--- config.mk ---
export PLATFORM = sky130hd
export DESIGN_NAME = store_data_aligner
export DESIGN_NICKNAME = d
export VERILOG_FILES = /design/src/rtl/store_data_aligner_pkg.sv /design/src/rtl/store_lane_align.sv /design/src/rtl/store_data_aligner.sv
export SDC_FILE = /design/constraint.sdc
export NUM_CORES = 1
export LEC_CHECK = 0
export BUFFER_PORTS_ARGS = -buffer_cell sky130_fd_sc_hd__buf_2
export CAP_MARGIN = 40
export CELL_PAD_IN_SITES_DETAIL_PLACEMENT = 0
export CELL_PAD_IN_SITES_GLOBAL_PLACEMENT = 2
export CORE_ASPECT_RATIO = 1.1
export CORE_MARGIN = 2
export CORE_UTILIZATION = 37
export DETAILED_ROUTE_END_ITERATION = 8
export PLACE_DENSITY = 0.88
export SYNTH_ARGS = -nofsm -noshare
export SYNTH_HDL_FRONTEND = slang
export SYNTH_HIERARCHICAL = 1
export SYNTH_SLANG_ARGS = --single-unit
--- constraint.sdc ---
create_clock -name clk -period 4.6 [get_ports clk]
set_input_delay 0.46 -clock clk [delete_from_list [all_inputs] [get_ports clk]]
set_output_delay 0.46 -clock clk [all_outputs]
set_load 0.05 [all_outputs]
--- src/rtl/store_data_aligner_pkg.sv ---
// rtl/store_data_aligner_pkg.sv - shared encodings and entry sizing for the store path
package store_data_aligner_pkg;

  localparam logic [1:0] SZ_B = 2'b00;
  localparam logic [1:0] SZ_H = 2'b01;
  localparam logic [1:0] SZ_W = 2'b10;
  localparam logic [1:0] SZ_X = 2'b11;

  typedef enum logic {
    ST_IDLE = 1'b0,
    ST_REQ  = 1'b1
  } head_state_t;

  // Buffer entry layout: {word address, lane-replicated data, byte enables}
  function automatic int entry_width(input int aw);
    return aw + 32 + 4;
  endfunction

endpackage

--- src/rtl/store_lane_align.sv ---
// rtl/store_lane_align.sv - narrows store data onto byte lanes and flags misalignment
module store_lane_align
  import store_data_aligner_pkg::*;
(
  input  logic [1:0]  addr_lo,
  input  logic [31:0] data,
  input  logic [1:0]  size,
  output logic [31:0] wdata,
  output logic [3:0]  be,
  output logic        misalign
);

  always_comb begin
    wdata    = data;
    be       = 4'b0000;
    misalign = 1'b0;
    case (size)
      SZ_B: begin
        wdata = {4{data[7:0]}};
        be    = 4'b0001 << addr_lo;
      end
      SZ_H: begin
        wdata    = {2{data[15:0]}};
        be       = addr_lo[1] ? 4'b1100 : 4'b0011;
        misalign = addr_lo[0];
      end
      SZ_W: begin
        be       = 4'b1111;
        misalign = (addr_lo != 2'b00);
      end
      default: misalign = 1'b1;
    endcase
  end

endmodule

--- src/rtl/store_data_aligner.sv ---
// rtl/store_data_aligner.sv - aligns stores, buffers them and issues to data memory over req/ack
module store_data_aligner
  import store_data_aligner_pkg::*;
#(
  parameter int DEPTH = 2,
  parameter int AW    = 32
) (
  input  logic          clk,
  input  logic          rst_n,
  input  logic          st_valid,
  output logic          st_ready,
  input  logic [AW-1:0] st_addr,
  input  logic [31:0]   st_data,
  input  logic [1:0]    st_size,
  output logic          st_misalign,
  output logic          mem_req,
  output logic [AW-1:0] mem_addr,
  output logic [31:0]   mem_wdata,
  output logic [3:0]    mem_be,
  input  logic          mem_ack,
  output logic          buf_empty
);

  localparam int PW = (DEPTH > 1) ? $clog2(DEPTH) : 1;
  localparam int CW = $clog2(DEPTH) + 1;
  localparam int EW = entry_width(AW);

  logic [31:0]   al_wdata;
  logic [3:0]    al_be;
  logic          al_misalign;
  logic          push, pop;
  logic [PW-1:0] wr_ptr, rd_ptr;
  logic [CW-1:0] count;
  logic [EW-1:0] fifo [DEPTH];
  logic [EW-1:0] head;
  head_state_t   state, state_nxt;

  store_lane_align u_align (
    .addr_lo  (st_addr[1:0]),
    .data     (st_data),
    .size     (st_size),
    .wdata    (al_wdata),
    .be       (al_be),
    .misalign (al_misalign)
  );

  // Readiness comes only from the registered count, so a pop never frees a slot in the same cycle
  assign st_ready    = (count < CW'(DEPTH));
  assign st_misalign = st_valid && al_misalign;
  assign push        = st_valid && st_ready && !al_misalign;
  assign pop         = mem_req && mem_ack;
  assign buf_empty   = (count == '0);

  always_ff @(posedge clk) begin
    if (push) begin
      fifo[wr_ptr] <= {st_addr[AW-1:2], 2'b00, al_wdata, al_be};
    end
  end

  always_ff @(posedge clk or negedge rst_n) begin
    if (!rst_n) begin
      wr_ptr <= '0;
      rd_ptr <= '0;
      count  <= '0;
    end else begin
      if (push) wr_ptr <= wr_ptr + 1'b1;
      if (pop)  rd_ptr <= rd_ptr + 1'b1;
      case ({push, pop})
        2'b10:   count <= count + 1'b1;
        2'b01:   count <= count - 1'b1;
        default: count <= count;
      endcase
    end
  end

  always_ff @(posedge clk or negedge rst_n) begin
    if (!rst_n) state <= ST_IDLE;
    else        state <= state_nxt;
  end

  always_comb begin
    state_nxt = state;
    case (state)
      ST_IDLE: if (push) state_nxt = ST_REQ;
      ST_REQ:  if (pop && !push && count == CW'(1)) state_nxt = ST_IDLE;
      default: state_nxt = ST_IDLE;
    endcase
  end

  // Head fields are masked while idle so the memory bus reads zero out of reset
  always_comb begin
    mem_req   = (state == ST_REQ);
    head      = fifo[rd_ptr];
    mem_addr  = '0;
    mem_wdata = '0;
    mem_be    = '0;
    if (mem_req) begin
      mem_addr  = head[EW-1 -: AW];
      mem_wdata = head[35:4];
      mem_be    = head[3:0];
    end
  end

endmodule
# Word level (Yosys, flattened, before mapping)
# Memories as Yosys holds them, arrays and structs flattened.
# Cells that the tools add are included.
[word_totals] input_bits=70 mem_count=1 ram_bits=132 wordCells=41 register_bits=5 out_inout_bits=72
[memory_table] name="fifo" depth=2 word_bits=66 rd=1 rd_clocked_by_memory_dff=0 wr=1 line="store_data_aligner.sv:34" text="logic [EW-1:0] fifo [DEPTH];"
[classes] mux=12 addsub=4 bitwise_logic=1 n_eq_ne=5 shift=1 n_reduce_logical=12 n_lt_le_gt_ge=1
[op_table] op="$mux 32" count=2
[op_table] op="$pmux 32 s2" count=1
[op_table] op="$pmux 4 s3" count=1
[op_table] op="$mux 4" count=2
[op_table] op="$eq 2x1->1 const B" count=3
[op_table] op="$logic_and 1x1->1" count=6
[op_table] op="$eq 2x2->1 const B" count=2
[op_table] op="$logic_not 2->1" count=2
[op_table] op="$pmux 2 s2" count=1
[op_table] op="$reduce_bool 2->1" count=2
[op_table] op="$shl 1x2->4 const A" count=1
[op_table] op="$mux 1" count=3
[op_table] op="$pmux 1 s3" count=1
[op_table] op="$add 1x1->1 const B" count=2
[op_table] op="$add 2x1->2 const B" count=1
[op_table] op="$logic_not 1->1" count=2
[op_table] op="$lt 2x2->1 const B" count=1
[op_table] op="$pmux 1 s2" count=1
[op_table] op="$sub 2x1->2 const B" count=1
[op_table] op="$not 1->1" count=1

# Logic depth before layout (Yosys ltp)
[logic_depth] word_depth=9 mapped_depth=9 depth_no_buf=7

# Modules after synthesis
# The synthesis kept the hierarchy.
[modules_own_cells] mod="store_data_aligner" area_each_um2=5474.0 cells_per_inst=310 n_inst=1 seq_area_each_um2=4088.9
[modules_own_cells] mod="store_lane_align" area_each_um2=574.3 cells_per_inst=68 n_inst=1 seq_area_each_um2=0.0

# Least setup slack after synthesis
# Ideal clock, no wire load.
[synth_timing] path_kind="in2reg" start="input st_size[0]" end="memory fifo[0][0] in the netlist's numbering, enable pin" slack_ns=-0.034 path_buffers=2 setup_ns=0.490 cell_stages=7 arrival_time_ns=4.143 t_required_ns=4.110 cell_sequence="buf_6 -> buf_12 -> nor3_1 -> nor2_1 -> nor3b_1 -> inv_1 -> nor2_1"
[synth_between] elab_chain_cells=6 word_cells_on_any_way=8 cone_classes="2 x eq/ne; 3 x mux; 3 x reduce/logical"
[synth_lines] item="start: declaration" line="store_data_aligner.sv:14" text="input logic [1:0] st_size,"
[synth_lines] item="$eq 2x2->1, or another cell as far along" line="store_lane_align.sv:17" text="case (size)"
[synth_lines] item="$pmux 1 s3 (*)" line="store_lane_align.sv:17"
[synth_lines] item="named net al_misalign" line="store_data_aligner.sv:30" text="logic al_misalign;"
[synth_lines] item="$logic_not 1->1 (*)" line="store_data_aligner.sv:50" text="assign push = st_valid && st_ready && !al_misalign;"
[synth_lines] item="$logic_and 1x1->1 (*)" line="store_data_aligner.sv:50"
[synth_lines] item="$mux 1 (*)" line="store_data_aligner.sv:55" text="if (push) begin"
[synth_lines] item="$mux 1 (not written as such) (*)" line="store_data_aligner.sv:56" text="fifo[wr_ptr] <= {st_addr[AW-1:2], 2'b00, al_wdata, al_be};"
[synth_lines] item="end: declaration" line="store_data_aligner.sv:34"
# The timed path passes the listed nets; every way through them passes the cells marked *.

# Worst setup path in the final report
[layout_timing] start="register rd_ptr" end="output mem_wdata[29]"
[layout_between] elab_chain_cells=2
[layout_lines] item="start: declaration" line="store_data_aligner.sv:32" text="logic [PW-1:0] wr_ptr, rd_ptr;"
[layout_lines] item="start signal: assignment" line="store_data_aligner.sv:67" text="if (pop) rd_ptr <= rd_ptr + 1'b1;"
[layout_lines] item="$mem_v2 2x66"
[layout_lines] item="$mux 32" line="store_data_aligner.sv:97" text="if (mem_req) begin"
[layout_lines] item="end: declaration" line="store_data_aligner.sv:18" text="output logic [31:0] mem_wdata,"
# No other way between the ends.

==> impl_metrics.tcl <==
set metrics [dict create \
    cts.path.max_buffers 2 \
    synth_cells 378 \
    ys_types 30 \
    post_synth_instance_area_sq_um 6050 \
    synth_area_leaders "edfxtp_1, mux2i_1, nor2b_1" \
    slew-limit-headroom_pct 48.4 \
    synthMostInstantiatedCell "edfxtp_1" \
    die_area_sq_um 17400 \
    area_growth_syn_to_layout_pct 23.6 \
    drive_above_1_share_pct 36.9 \
    worst_skew_pair.late_latency_ns 0.40 \
    die_h_um 138 \
    synthesis.area_per_instance_sq_um 16.0 \
    final.fill_count 1461 \
    clock_sink_count 137 \
    holdCritPathClass "in -> reg" \
    htree_num_levels 4 \
    data_required_time_of_the_worst_path_ns 4.14 \
    internal_power_uw 3110 \
    highest_layer "met4" \
    net_sw_share_pct 40.6 \
    worst_setup_hold_path_clk_slew_ns 0.06 \
    placement.io_buffers 139 \
    grt_setup_unrepaired "no" \
    synth_enable_flop_cells 132 \
    synth_flop_cell "edfxtp_1" \
    critPathArrivalTime_ns 2.14 \
    antenna_left 0 \
    combPwrFrac_pct 40.8 \
    finClkSkew_ns 0.00596 \
    initial_core_utilization_pct 37.4 \
    wirelength_met1_mm 4.39 \
    detailedRoute.firstIterationViolations 148 \
    final.setup.tns_ns 0 \
    synth.yosys.warnings 6 \
    max_cap_violations 0 \
    final_max_slew_viol_count 0 \
    pre_cts_ws_ns 1.60 \
    share_seq_of_total_power_pct 31.8 \
    grt_antenna_before_repair 0 \
    synthDominantAreaCellType "edfxtp_1" \
    number_of_global_route_vias_before_repair 3496 \
    run_status "completed" \
    core.rowCount 49 \
    synthDominantCellAreaShare_pct 65.5 \
    tritoncts "built" \
    hold_viol 0 \
    gp_congestion 0.765 \
    routed_length_per_instance_um 15.4 \
    diodes 0 \
    finish.net_count 585 \
    power.static_leakage_uw 0.00300 \
    setup_repair_bufs_after_cts 0 \
    irDropWorstVdd_v 0.000280 \
    cts.root.buffer_cell "clkbuf_16" \
    timing.final.crit_period_ns 2.60 \
    route.detailed.drc 0 \
    worst-slew-pin-transition_ns 0.773 \
    slack_of_the_critical_path_ns 2.00 \
    grt_remaining_overflow 0 \
    post_dp_cell_area_sq_um 6830 \
    setup.worst_path.end_class "output port" \
    dpl.hpwl_mm 7.92 \
    timing.fmax_mhz 384 \
    timing.critical_path.fanout_max 41 \
    vias_per_cell 4.62 \
    asyncSetResetFlopFracSynth_pct 3.65 \
    grt_start_max_net_pins 48 \
    switchingPower_uw 2120 \
    met3WireLength_um 671 \
    register_area_sq_um 4090 \
    firstDrtPassIters 4 \
    final_min_period_over_clock_period_pct 56.6 \
    cts_buffers 17 \
    area_of_the_multi_input_gates_sq_um 1690 \
    clockPowerShare_pct 27.4 \
    route.final.wire_length_mm 11.2 \
    die-width_um 126 \
    total_number_of_vias 3356 \
    cellPowerDensity_nw_per_um2 699 \
    finalSetupViolCount 0 \
    ys_ff_latch 137 \
    met2WireLength_mm 6.01 \
    synth.cells.most_frequent "edfxtp_1, mux2i_1, nor2b_1, buf_4" \
    io-pin-count 142 \
    core_area_sq_um 16200 \
    postLayoutCellArea_sq_um 7480 \
    grt_pass1_wl_mm 17.8 \
    worstSetupPathType "reg -> out" \
    startpoint_type "register" \
    part_of_the_yosys_area_used_for_sequential_elements_pct 67.6 \
    globalRouteTotalUtil_pct 13.4 \
]
==> layout by cell type, fill, tap and decap left out, types with 2 or more instances in the layout <==
| cell | n |
|---|---|
| buf_2 | 139 |
| edfxtp_1 | 132 |
| mux2i_1 | 76 |
| nor2b_1 | 67 |
| clkbuf_16 | 17 |
| nand2_1 | 10 |
| o21ai_0 | 10 |
| mux2_2 | 9 |
| mux2_4 | 7 |
| bufinv_16 | 5 |
| a21oi_1 | 5 |
| inv_1 | 4 |
| ha_1 | 4 |
| clkinvlp_4 | 3 |
| dfrtp_1 | 3 |
| buf_12 | 3 |
| and2_1 | 2 |
| xnor2_1 | 2 |
| conb_1 | 2 |
| clkbuf_1 | 2 |
| o21ai_1 | 2 |
==> power groups by stage <==
stage               Clock [uW]  Sequential (uW)  Combinational, uW
finish                    1430             1660               2130
CTS                       1460             1670               2170
floorplan                    0             1610               1820
global route              1520             1690               2250
detailed placement           0             1690               2160
global placement             0             1810               1990
==> routing by layer <==
metal	up-vias	global-route usage (%)
met2	121	23.8
met3	10	4.02
met1	1593	15.1
li1	1632	-
met5	-	0
met4	0	5.38
==> layout make-up <==
class	instances	area share [%]
repair buffers	144	10.6
clock inverters	12	2.66
well taps	204	3.41
flip-flops and latches	137	54.8
inverters	4	0.201
multi-input cells	207	22.6
clock buffers	19	5.79
==> metrics by stage <==
step | hold WS (ns) | total power (uW) | cells | util [%]
finish | 0.245 | 5230 | 727 | 46.2
global route | 0.217 | 5460 | 727 | 46.2
CTS | 0.224 | 5290 | 727 | 46.2
detailed placement | 0.283 | 3850 | 695 | 42.2
global placement | 0.277 | 3790 | 692 | 41.8
floorplan | 0.164 | 3430 | 379 | -
==> critical path: stages (launching register included) <==
cell and delay, ns:
dfrtp_4 0.75, buf_16 0.33, mux2i_1 0.34, nor2b_1 0.08, buf_2 0.22
==> state kept, by name, summed over array words and instances, names as in the netlist <==
signal   flops
rd_ptr       1
mem_req      1
wr_ptr       1
count        2
fifo       132
==> cells by family after synthesis <==
logic type	Yosys count	share of synthesized area, %
DFF	137	67.6
muxes	92	16.0
and+or+nand+nor	88	8.81
buffers and inverters	35	4.74
AOI/OAI and AO/OA	18	1.53
adders and majority gates	4	0.828
xor gates and xnor gates	3	0.435
other	1	0.0620
==> worst paths after layout <==
check | from | end | slack [ns] | cells after the start
setup reg to reg | count[1] | fifo[0][65] | 2.32 | 4
hold reg to reg | count[1] | count[1] | 0.53 | 2
setup / recovery | rd_ptr | mem_wdata[29] | 2.00 | 4
hold / removal | st_addr[16] | fifo[0][50] | 0.24 | 1
max in group asynchronous | rst_n | rd_ptr | 4.05 | 2
min in group asynchronous | rst_n | count[0] | 0.40 | 2
==> what timing repair did <==
item | CTS | global route
hold endpoints to repair | 5 | 0
gates resized for setup | 0 | 0
hold buffers | 1 | 0
No activity file was read; power rests on OpenSTA's default activity.
